===== config.mk =====
export PLATFORM = sky130hd
export DESIGN_NAME = code_stream_decoder_flat
export DESIGN_NICKNAME = d
export VERILOG_FILES = /design/src/rtl/code_stream_decoder_if.sv /design/src/rtl/code_stream_decoder.sv /design/src/flat_wrapper.sv
export SDC_FILE = /design/constraint.sdc
export NUM_CORES = 1
export LEC_CHECK = 0
export ABC_AREA = 1
export CAP_MARGIN = 20
export CORE_ASPECT_RATIO = 0.9
export CORE_UTILIZATION = 55
export CTS_BUF_LIST = sky130_fd_sc_hd__clkbuf_8
export DETAILED_ROUTE_END_ITERATION = 8
export PLACE_DENSITY_LB_ADDON = 0.25
export REMOVE_ABC_BUFFERS = 1
export SYNTH_ARGS = -nofsm -noshare
export SYNTH_HDL_FRONTEND = slang
export SYNTH_SLANG_ARGS = --single-unit

===== constraint.sdc =====
create_clock -name clk -period 3.3 [get_ports clk]
set_input_delay 0.66 -clock clk [delete_from_list [all_inputs] [get_ports clk]]
set_output_delay 0.66 -clock clk [all_outputs]
set_load 0.05 [all_outputs]

===== src/rtl/code_stream_decoder_if.sv =====
// Status-code stream bundle between the encoder side (master) and code_stream_decoder (slave).
// The decoder's results travel back to the master on the same bundle.
interface code_stream_decoder_if #(
    parameter int CNT_W = 16
);
    logic             code_valid;
    logic [7:0]       code;
    logic             load_hint;
    logic             clr_err;
    logic [2:0]       idx;
    logic             idx_valid;
    logic             illegal;
    logic             seq_err;
    logic [CNT_W-1:0] wrap_cnt;
    logic [CNT_W-1:0] err_cnt;
    logic [1:0]       state;

    modport master (
        output code_valid, code, load_hint, clr_err,
        input  idx, idx_valid, illegal, seq_err, wrap_cnt, err_cnt, state
    );

    modport slave (
        input  code_valid, code, load_hint, clr_err,
        output idx, idx_valid, illegal, seq_err, wrap_cnt, err_cnt, state
    );
endinterface


===== src/rtl/code_stream_decoder.sv =====
// Decodes the counter/lookup status-code stream and checks it against a reloadable +1 counter.
// Optional sticky error mode: define CODE_STREAM_STICKY_ERR_EN.
module code_stream_decoder #(
    parameter int MAX_DEFAULT_RUN = 252,
    parameter int CNT_W           = 16
) (
    input  logic                  clk,
    input  logic                  rst_n,
    code_stream_decoder_if.slave  bus
);
    typedef enum logic [1:0] {
        SYNC  = 2'd0,
        TRACK = 2'd1,
        ERROR = 2'd2
    } state_t;

    localparam logic [7:0] MAX_RUN = 8'(MAX_DEFAULT_RUN);

    state_t           state_reg, state_next;
    logic [2:0]       idx_reg, idx_next;
    logic             idx_valid_reg, idx_valid_next;
    logic             illegal_reg, illegal_next;
    logic             seq_err_reg, seq_err_next;
    logic [CNT_W-1:0] wrap_cnt_reg, wrap_cnt_next;
    logic [CNT_W-1:0] err_cnt_reg, err_cnt_next;
    logic [2:0]       prev_reg, prev_next;
    logic [7:0]       run_reg, run_next;

    logic [4:0] hit;
    logic       legal;
    logic [2:0] n_dec;
    logic [7:0] run_inc;
    logic       seq_ok;
    logic       viol;
    logic       new_err;
    logic       wrap_evt;

    // One comparator per legal code; code k+1 in the high nibble decodes to index k.
    genvar gi;
    generate
        for (gi = 0; gi < 5; gi++) begin : g_dec
            assign hit[gi] = (bus.code == 8'((gi + 1) * 16));
        end
    endgenerate

    assign legal   = |hit;
    assign n_dec   = {hit[4], hit[3] | hit[2], hit[3] | hit[1]};
    assign run_inc = (run_reg == 8'hFF) ? run_reg : run_reg + 8'd1;

`ifndef CODE_STREAM_STICKY_ERR_EN
    logic unused_clr_err;
    assign unused_clr_err = bus.clr_err;
`endif

    always_comb begin
        state_next     = state_reg;
        idx_next       = idx_reg;
        idx_valid_next = 1'b0;
        illegal_next   = 1'b0;
        seq_err_next   = 1'b0;
        prev_next      = prev_reg;
        run_next       = run_reg;
        seq_ok         = 1'b1;
        viol           = 1'b0;
        new_err        = 1'b0;
        wrap_evt       = 1'b0;

        if (!bus.code_valid) begin
            if (state_reg != ERROR) state_next = SYNC;
        end else if (!legal) begin
            illegal_next = 1'b1;
            new_err      = 1'b1;
            if (state_reg != ERROR) state_next = SYNC;
        end else begin
            idx_next       = n_dec;
            idx_valid_next = 1'b1;
            prev_next      = n_dec;
            run_next       = (n_dec == 3'd4) ? 8'd1 : 8'd0;
            case (state_reg)
                SYNC: state_next = TRACK;
                TRACK: begin
                    if (!bus.load_hint) begin
                        if (prev_reg < 3'd3) begin
                            seq_ok = (n_dec == prev_reg + 3'd1);
                        end else if (prev_reg == 3'd3) begin
                            seq_ok = (n_dec == 3'd4);
                        end else if (n_dec == 3'd4) begin
                            seq_ok = (run_reg < MAX_RUN);
                            if (seq_ok) run_next = run_inc;
                        end else begin
                            seq_ok   = (n_dec == 3'd0);
                            wrap_evt = seq_ok;
                        end
                        viol    = !seq_ok;
                        new_err = viol;
                    end
                end
                ERROR: begin
                    // Checking is off here; keep the run length honest anyway.
                    if (n_dec == 3'd4 && prev_reg == 3'd4) run_next = run_inc;
                end
                default: state_next = SYNC;
            endcase
        end

        seq_err_next = viol;
`ifdef CODE_STREAM_STICKY_ERR_EN
        if (viol) begin
            state_next = ERROR;
        end else if (state_reg == ERROR && bus.clr_err && !new_err) begin
            state_next = SYNC;
        end
        if (state_next == ERROR) seq_err_next = 1'b1;
`endif

        wrap_cnt_next = (wrap_evt && wrap_cnt_reg != '1) ? wrap_cnt_reg + CNT_W'(1) : wrap_cnt_reg;
        err_cnt_next  = (new_err && err_cnt_reg != '1) ? err_cnt_reg + CNT_W'(1) : err_cnt_reg;
    end

    always_ff @(posedge clk) begin
        if (!rst_n) begin
            state_reg     <= SYNC;
            idx_reg       <= '0;
            idx_valid_reg <= 1'b0;
            illegal_reg   <= 1'b0;
            seq_err_reg   <= 1'b0;
            wrap_cnt_reg  <= '0;
            err_cnt_reg   <= '0;
            prev_reg      <= '0;
            run_reg       <= '0;
        end else begin
            state_reg     <= state_next;
            idx_reg       <= idx_next;
            idx_valid_reg <= idx_valid_next;
            illegal_reg   <= illegal_next;
            seq_err_reg   <= seq_err_next;
            wrap_cnt_reg  <= wrap_cnt_next;
            err_cnt_reg   <= err_cnt_next;
            prev_reg      <= prev_next;
            run_reg       <= run_next;
        end
    end

    assign bus.idx       = idx_reg;
    assign bus.idx_valid = idx_valid_reg;
    assign bus.illegal   = illegal_reg;
    assign bus.seq_err   = seq_err_reg;
    assign bus.wrap_cnt  = wrap_cnt_reg;
    assign bus.err_cnt   = err_cnt_reg;
    assign bus.state     = state_reg;
endmodule

===== src/flat_wrapper.sv =====
// flat-port wrapper written by rule: the top's interface ports become plain ports
module code_stream_decoder_flat 
#(
    parameter int MAX_DEFAULT_RUN = 252,
    parameter int CNT_W           = 16
)
  (clk, rst_n, bus_code_valid, bus_code, bus_load_hint, bus_clr_err, bus_idx, bus_idx_valid, bus_illegal, bus_seq_err, bus_wrap_cnt, bus_err_cnt, bus_state);
  code_stream_decoder_if #(.CNT_W(CNT_W)) bus_i ();
  input  logic clk;
  input  logic rst_n;
  input wire logic [$bits(bus_i.code_valid)-1:0] bus_code_valid;
  input wire logic [$bits(bus_i.code)-1:0] bus_code;
  input wire logic [$bits(bus_i.load_hint)-1:0] bus_load_hint;
  input wire logic [$bits(bus_i.clr_err)-1:0] bus_clr_err;
  output wire logic [$bits(bus_i.idx)-1:0] bus_idx;
  output wire logic [$bits(bus_i.idx_valid)-1:0] bus_idx_valid;
  output wire logic [$bits(bus_i.illegal)-1:0] bus_illegal;
  output wire logic [$bits(bus_i.seq_err)-1:0] bus_seq_err;
  output wire logic [$bits(bus_i.wrap_cnt)-1:0] bus_wrap_cnt;
  output wire logic [$bits(bus_i.err_cnt)-1:0] bus_err_cnt;
  output wire logic [$bits(bus_i.state)-1:0] bus_state;
  assign bus_i.code_valid = bus_code_valid;
  assign bus_i.code = bus_code;
  assign bus_i.load_hint = bus_load_hint;
  assign bus_i.clr_err = bus_clr_err;
  assign bus_idx = bus_i.idx;
  assign bus_idx_valid = bus_i.idx_valid;
  assign bus_illegal = bus_i.illegal;
  assign bus_seq_err = bus_i.seq_err;
  assign bus_wrap_cnt = bus_i.wrap_cnt;
  assign bus_err_cnt = bus_i.err_cnt;
  assign bus_state = bus_i.state;
  code_stream_decoder #(.MAX_DEFAULT_RUN(MAX_DEFAULT_RUN), .CNT_W(CNT_W)) u_core (.clk(clk), .rst_n(rst_n), .bus(bus_i));
endmodule

==> impl_results.html <==
<table>
<tr><th>Metric</th><th>Value</th></tr>
<tr><th colspan="2">Clocking</th></tr>
<tr><td>TritonCTS clock tree</td><td>yes</td></tr>
<tr><td>Total CTS buffers</td><td>5</td></tr>
<tr><td>Largest buffer count on any clock path</td><td>2</td></tr>
<tr><td>Clock transition at the registers of the reported paths</td><td>90 ps</td></tr>
<tr><td>Hold buffers post-CTS</td><td>0</td></tr>
<tr><td>Post-CTS Repair Setup Buffers</td><td>0</td></tr>
<tr><td>Post-CTS Resized</td><td>0</td></tr>
<tr><td>Clock latency reported for the late side of the worst-skew pair</td><td>310 ps</td></tr>
<tr><td>Clock Sink Count</td><td>48</td></tr>
<tr><td>Count of H-tree levels built during CTS</td><td>2</td></tr>
<tr><td>Clock root buffer master</td><td>clkbuf_8</td></tr>
<tr><th colspan="2">Worst hold path</th></tr>
<tr><td>End of the worst hold path</td><td>u_core.run_reg[3]</td></tr>
<tr><td>Min-Delay Path Class</td><td>register to register</td></tr>
<tr><td>Hold-critical path depth</td><td>2</td></tr>
<tr><td>Startpoint of the most critical hold path</td><td>u_core.run_reg[3]</td></tr>
<tr><th colspan="2">Yosys</th></tr>
<tr><td>Number of enable-type register cells in the synthesized netlist</td><td>0</td></tr>
<tr><td>Cell types occupying the most area after synthesis</td><td>dfxtp_1 32%, nand2_1 13%, a21oi_1 7.2%, inv_1 6.5%, nor2_1 5.4%</td></tr>
<tr><td>Share of the synthesized area in the top cell type</td><td>32.0%</td></tr>
<tr><td>Average cell area after synthesis</td><td>6.75 um2</td></tr>
<tr><td>Number of synthesized register bits</td><td>48</td></tr>
<tr><td>Cell accounting for the most synthesized area</td><td>dfxtp_1</td></tr>
<tr><td>Most frequent cell after synthesis</td><td>nand2_1</td></tr>
<tr><td>Count of cell types in the netlist</td><td>32</td></tr>
<tr><td>Proportion of synthesized chip area in sequential cells</td><td>about a third</td></tr>
<tr><td>Syn Inst Count</td><td>444</td></tr>
<tr><td>Synth Flop Type</td><td>dfxtp_1</td></tr>
<tr><td>Yosys warning count</td><td>0</td></tr>
<tr><td>Most used standard cells in the synthesized netlist</td><td>103 x nand2_1, 52 x inv_1, 48 x dfxtp_1, 43 x a21oi_1, 43 x nor2_1</td></tr>
<tr><td>Summed instance area of the synthesized netlist</td><td>0.00300 mm2</td></tr>
<tr><td>Ys async rst share</td><td>0%</td></tr>
<tr><th colspan="2">GRT</th></tr>
<tr><td>Vias in the first global route</td><td>2,743</td></tr>
<tr><td>Tot GR Track Use</td><td>26.2%</td></tr>
<tr><td>Overflow left after global routing</td><td>0</td></tr>
<tr><td>Maximum number of pins on one net before global-route repair</td><td>22</td></tr>
<tr><td>First-pass GRT wire length</td><td>12,000 um</td></tr>
<tr><td>Number of antenna violations at the first check in global routing</td><td>0</td></tr>
<tr><th colspan="2">Floorplanning</th></tr>
<tr><td>Starting density of the core</td><td>57.1%</td></tr>
<tr><td>Die X-Extent</td><td>79.8 um</td></tr>
<tr><td>Area of the core</td><td>0.00526 mm2</td></tr>
<tr><td>Overall die height</td><td>slightly above 70 um</td></tr>
<tr><td>Count of pins on the block boundary</td><td>53</td></tr>
<tr><td>Cell Rows</td><td>25</td></tr>
<tr><td>Full die area</td><td>0.00575 mm2</td></tr>
<tr><th colspan="2">Setup path</th></tr>
<tr><td>Reg2reg start</td><td>u_core.bus.idx[0]</td></tr>
<tr><td>Required time of the worst setup path</td><td>approximately 3500 ps</td></tr>
<tr><td>Number of cells on the worst reg-to-reg path</td><td>10</td></tr>
<tr><td>Largest delay share family, worst path</td><td>simple AND/OR/NAND/NOR gates</td></tr>
<tr><td>Register-to-register setup slack</td><td>1240 ps</td></tr>
<tr><td>Biggest cell delay along the critical path</td><td>roughly 540 ps</td></tr>
<tr><td>Launching element type of the critical path</td><td>input port</td></tr>
<tr><td>Series of cell instances along the critical path</td><td>clkdlybuf4s50_1, inv_2, nor2_2, nand2_1, nand2_1, nand2_1, nand3_2, nand2_1, nand2_1, nand3_2, nand2_4, nand3_4, nand2_1, a21oi_1</td></tr>
<tr><td>Type of destination of the critical path</td><td>register</td></tr>
<tr><td>WS Path Type</td><td>input port to register</td></tr>
<tr><td>Buffers and inverters on the worst path</td><td>2</td></tr>
<tr><td>Reg-to-reg endpoint</td><td>u_core.bus.wrap_cnt[13]</td></tr>
<tr><td>Highest-delay cell along the critical path</td><td>clkdlybuf4s50_1</td></tr>
<tr><td>Highest fanout seen on the critical path</td><td>17</td></tr>
<tr><td>Worst path arrival time</td><td>2660 ps</td></tr>
<tr><td>Most frequent CP cell</td><td>nand2_1</td></tr>
<tr><th colspan="2">Detailed routing</th></tr>
<tr><td>Initial drt markers</td><td>between 150 and 200</td></tr>
<tr><td>Wire length reported by the detailed router</td><td>7230 um</td></tr>
<tr><td>Drt via density</td><td>5.60</td></tr>
<tr><td>Number of nets with antenna violations after routing</td><td>0</td></tr>
<tr><td>Total via count after detailed routing</td><td>3,151</td></tr>
<tr><td>Count of TritonRoute iterations in the first routing pass</td><td>7</td></tr>
<tr><td>Remaining design rule violation count</td><td>0</td></tr>
<tr><td>Mean routed wirelength per cell</td><td>about 13 um</td></tr>
<tr><th colspan="2">Finish</th></tr>
<tr><td>Layout cells sized above 1</td><td>7.26%</td></tr>
<tr><td>Layout fillers</td><td>454</td></tr>
<tr><td>Final net count</td><td>517</td></tr>
<tr><td>Antenna cell count</td><td>0</td></tr>
<tr><td>Area overhead of the layout relative to synthesis</td><td>22.7%</td></tr>
<tr><th colspan="2">Placement</th></tr>
<tr><td>Final weighted congestion in routability-driven placement</td><td>0.890</td></tr>
<tr><td>Worst slack at placement</td><td>508 ps</td></tr>
<tr><td># port buffers</td><td>between 50 and 60</td></tr>
<tr><td>DPL Wire Length</td><td>5230 um</td></tr>
<tr><th colspan="2">Pwr</th></tr>
<tr><td>Combinational fraction of design power</td><td>7.2%</td></tr>
<tr><td>Cell leakage power</td><td>~1.3 nW</td></tr>
<tr><td>Switching power</td><td>0.269 mW</td></tr>
<tr><td>Internal power summed over all cells</td><td>0.835 mW</td></tr>
<tr><td>Fraction of power consumed by sequential logic</td><td>53.0%</td></tr>
<tr><td>Clock power share</td><td>39.7%</td></tr>
<tr><td>Switching power share of the total</td><td>24.3%</td></tr>
<tr><td>Maximum VDD drop</td><td>0.000337 V</td></tr>
<tr><td>Power density of the placed cells</td><td>around 300 mW/mm2</td></tr>
<tr><th colspan="2">Timing</th></tr>
<tr><td>Transition time at the pin with the least slew margin</td><td>606 ps</td></tr>
<tr><td>Final number of hold-violating endpoints</td><td>0</td></tr>
<tr><td>Fin crit period</td><td>2500 ps</td></tr>
<tr><td>Setup WS post-layout</td><td>805 ps</td></tr>
<tr><td>Setup Skew</td><td>5.39 ps</td></tr>
<tr><td>Max Clock Freq</td><td>approximately 0.40 GHz</td></tr>
<tr><td>Share of the cycle needed by the critical path after routing</td><td>approximately 76%</td></tr>
<tr><td>Final total negative setup slack</td><td>0 ps</td></tr>
<tr><td>Number of pins exceeding their max-slew limit in the final report</td><td>0</td></tr>
<tr><td>Final setup violating endpoints</td><td>0</td></tr>
<tr><td>Remaining max-slew budget at the tightest pin</td><td>a little under 60%</td></tr>
<tr><td>Unrepaired setup endpoints after global routing</td><td>false</td></tr>
<tr><th colspan="2">Status</th></tr>
<tr><td>Result of the run</td><td>finished, final reports clean</td></tr>
<tr><th colspan="2">Run</th></tr>
<tr><td>Max-capacitance violation count</td><td>0</td></tr>
</table>
==> cells by family after synthesis <==
logic type	synth area share, %
xor gates and xnor gates	6.13
DFF	32.0
AOI/OAI and AO/OA	11.1
buffers and inverters	9.01
and+or+nand+nor	38.0
adders and majority gates	3.75
==> tightest hold or removal path: stages, from the launching register on <==
cell and delay [ps]:
dfxtp_1 330, nand2_1 60, a21oi_1 50
==> power groups by stage <==
stage | registers [mW] | clock network (mW) | logic, mW
6_report | 0.586 | 0.439 | 0.0799
5_1_grt | 0.586 | 0.462 | 0.0869
4_1_cts | 0.585 | 0.439 | 0.0794
3_5_place_dp | 0.599 | 0 | 0.0791
3_3_place_gp | 0.599 | 0 | 0.0775
2_1_floorplan | 0.609 | 0 | 0.0295
==> stage by stage <==
stage | util, % | instance area, um2 | total power, mW | instances | hold slack [ps]
4_1_cts | 70.0 | 3680 | 1.10 | 563 | 485
3_3_place_gp | 67.9 | 3570 | 0.676 | 555 | 468
2_1_floorplan | - | 2940 | 0.638 | 433 | 456
6_report | 70.0 | 3680 | 1.10 | 563 | 488
5_1_grt | 70.0 | 3680 | 1.13 | 563 | 507
3_5_place_dp | 67.9 | 3570 | 0.678 | 555 | 471
==> placed cells by master (no fill, tap or decap), types with 2 or more instances in the layout <==
master           Yosys  layout
nand2_1            103     103
inv_1               52      52
clkdlybuf4s50_1      0      51
dfxtp_1             48      48
nor2_1              43      43
a21oi_1             43      43
nand3_1             26      26
nand4_1             25      25
xor2_1              15      15
nor3_1              14      14
o21ai_0             13      13
ha_1                 9       9
xnor2_1              6       6
inv_2                5       5
clkbuf_8             0       5
nor2_4               4       4
nor4_1               4       4
buf_4                0       4
nand2_2              3       3
nor3_4               2       2
nor2_2               2       2
o21ai_1              2       2
nand3_2              2       2
nand3_4              2       2
nor3_2               2       2
==> layer usage <==
layer / wire length (um) / vias to the layer above / GRT usage, %
met5: 0 / - / 0
met4: 136 / 0 / 9.92
met3: 482 / 14 / 5.03
met2: 3380 / 123 / 43.1
met1: 3230 / 1452 / 34.1
li1: - / 1562 / -
==> how the worst max path moves through the flow <==
stage,to,slack (ps),cells after the start,start
floorplan,u_core.bus.err_cnt[0],1030,8,u_core.bus.err_cnt[1]
global placement,u_core.bus.wrap_cnt[7],570,12,bus_code[4]
detailed placement,u_core.bus.wrap_cnt[7],510,12,bus_code[4]
CTS,u_core.bus.wrap_cnt[7],830,12,bus_code[4]
global route,u_core.bus.err_cnt[0],580,15,bus_code[6]
finish,u_core.bus.err_cnt[15],800,14,bus_code[6]
==> cell type report <==
type,instances,area (um2),area share (%)
repair buffers,55,541,14.7
inverters,57,214,5.82
well taps,67,83.8,2.28
clock buffers,5,68.8,1.87
clock inverters,3,42.5,1.16
flip-flops and latches,48,961,26.1
multi-input cells,328,1770,48.1
Power figures use the tool's default switching activity.
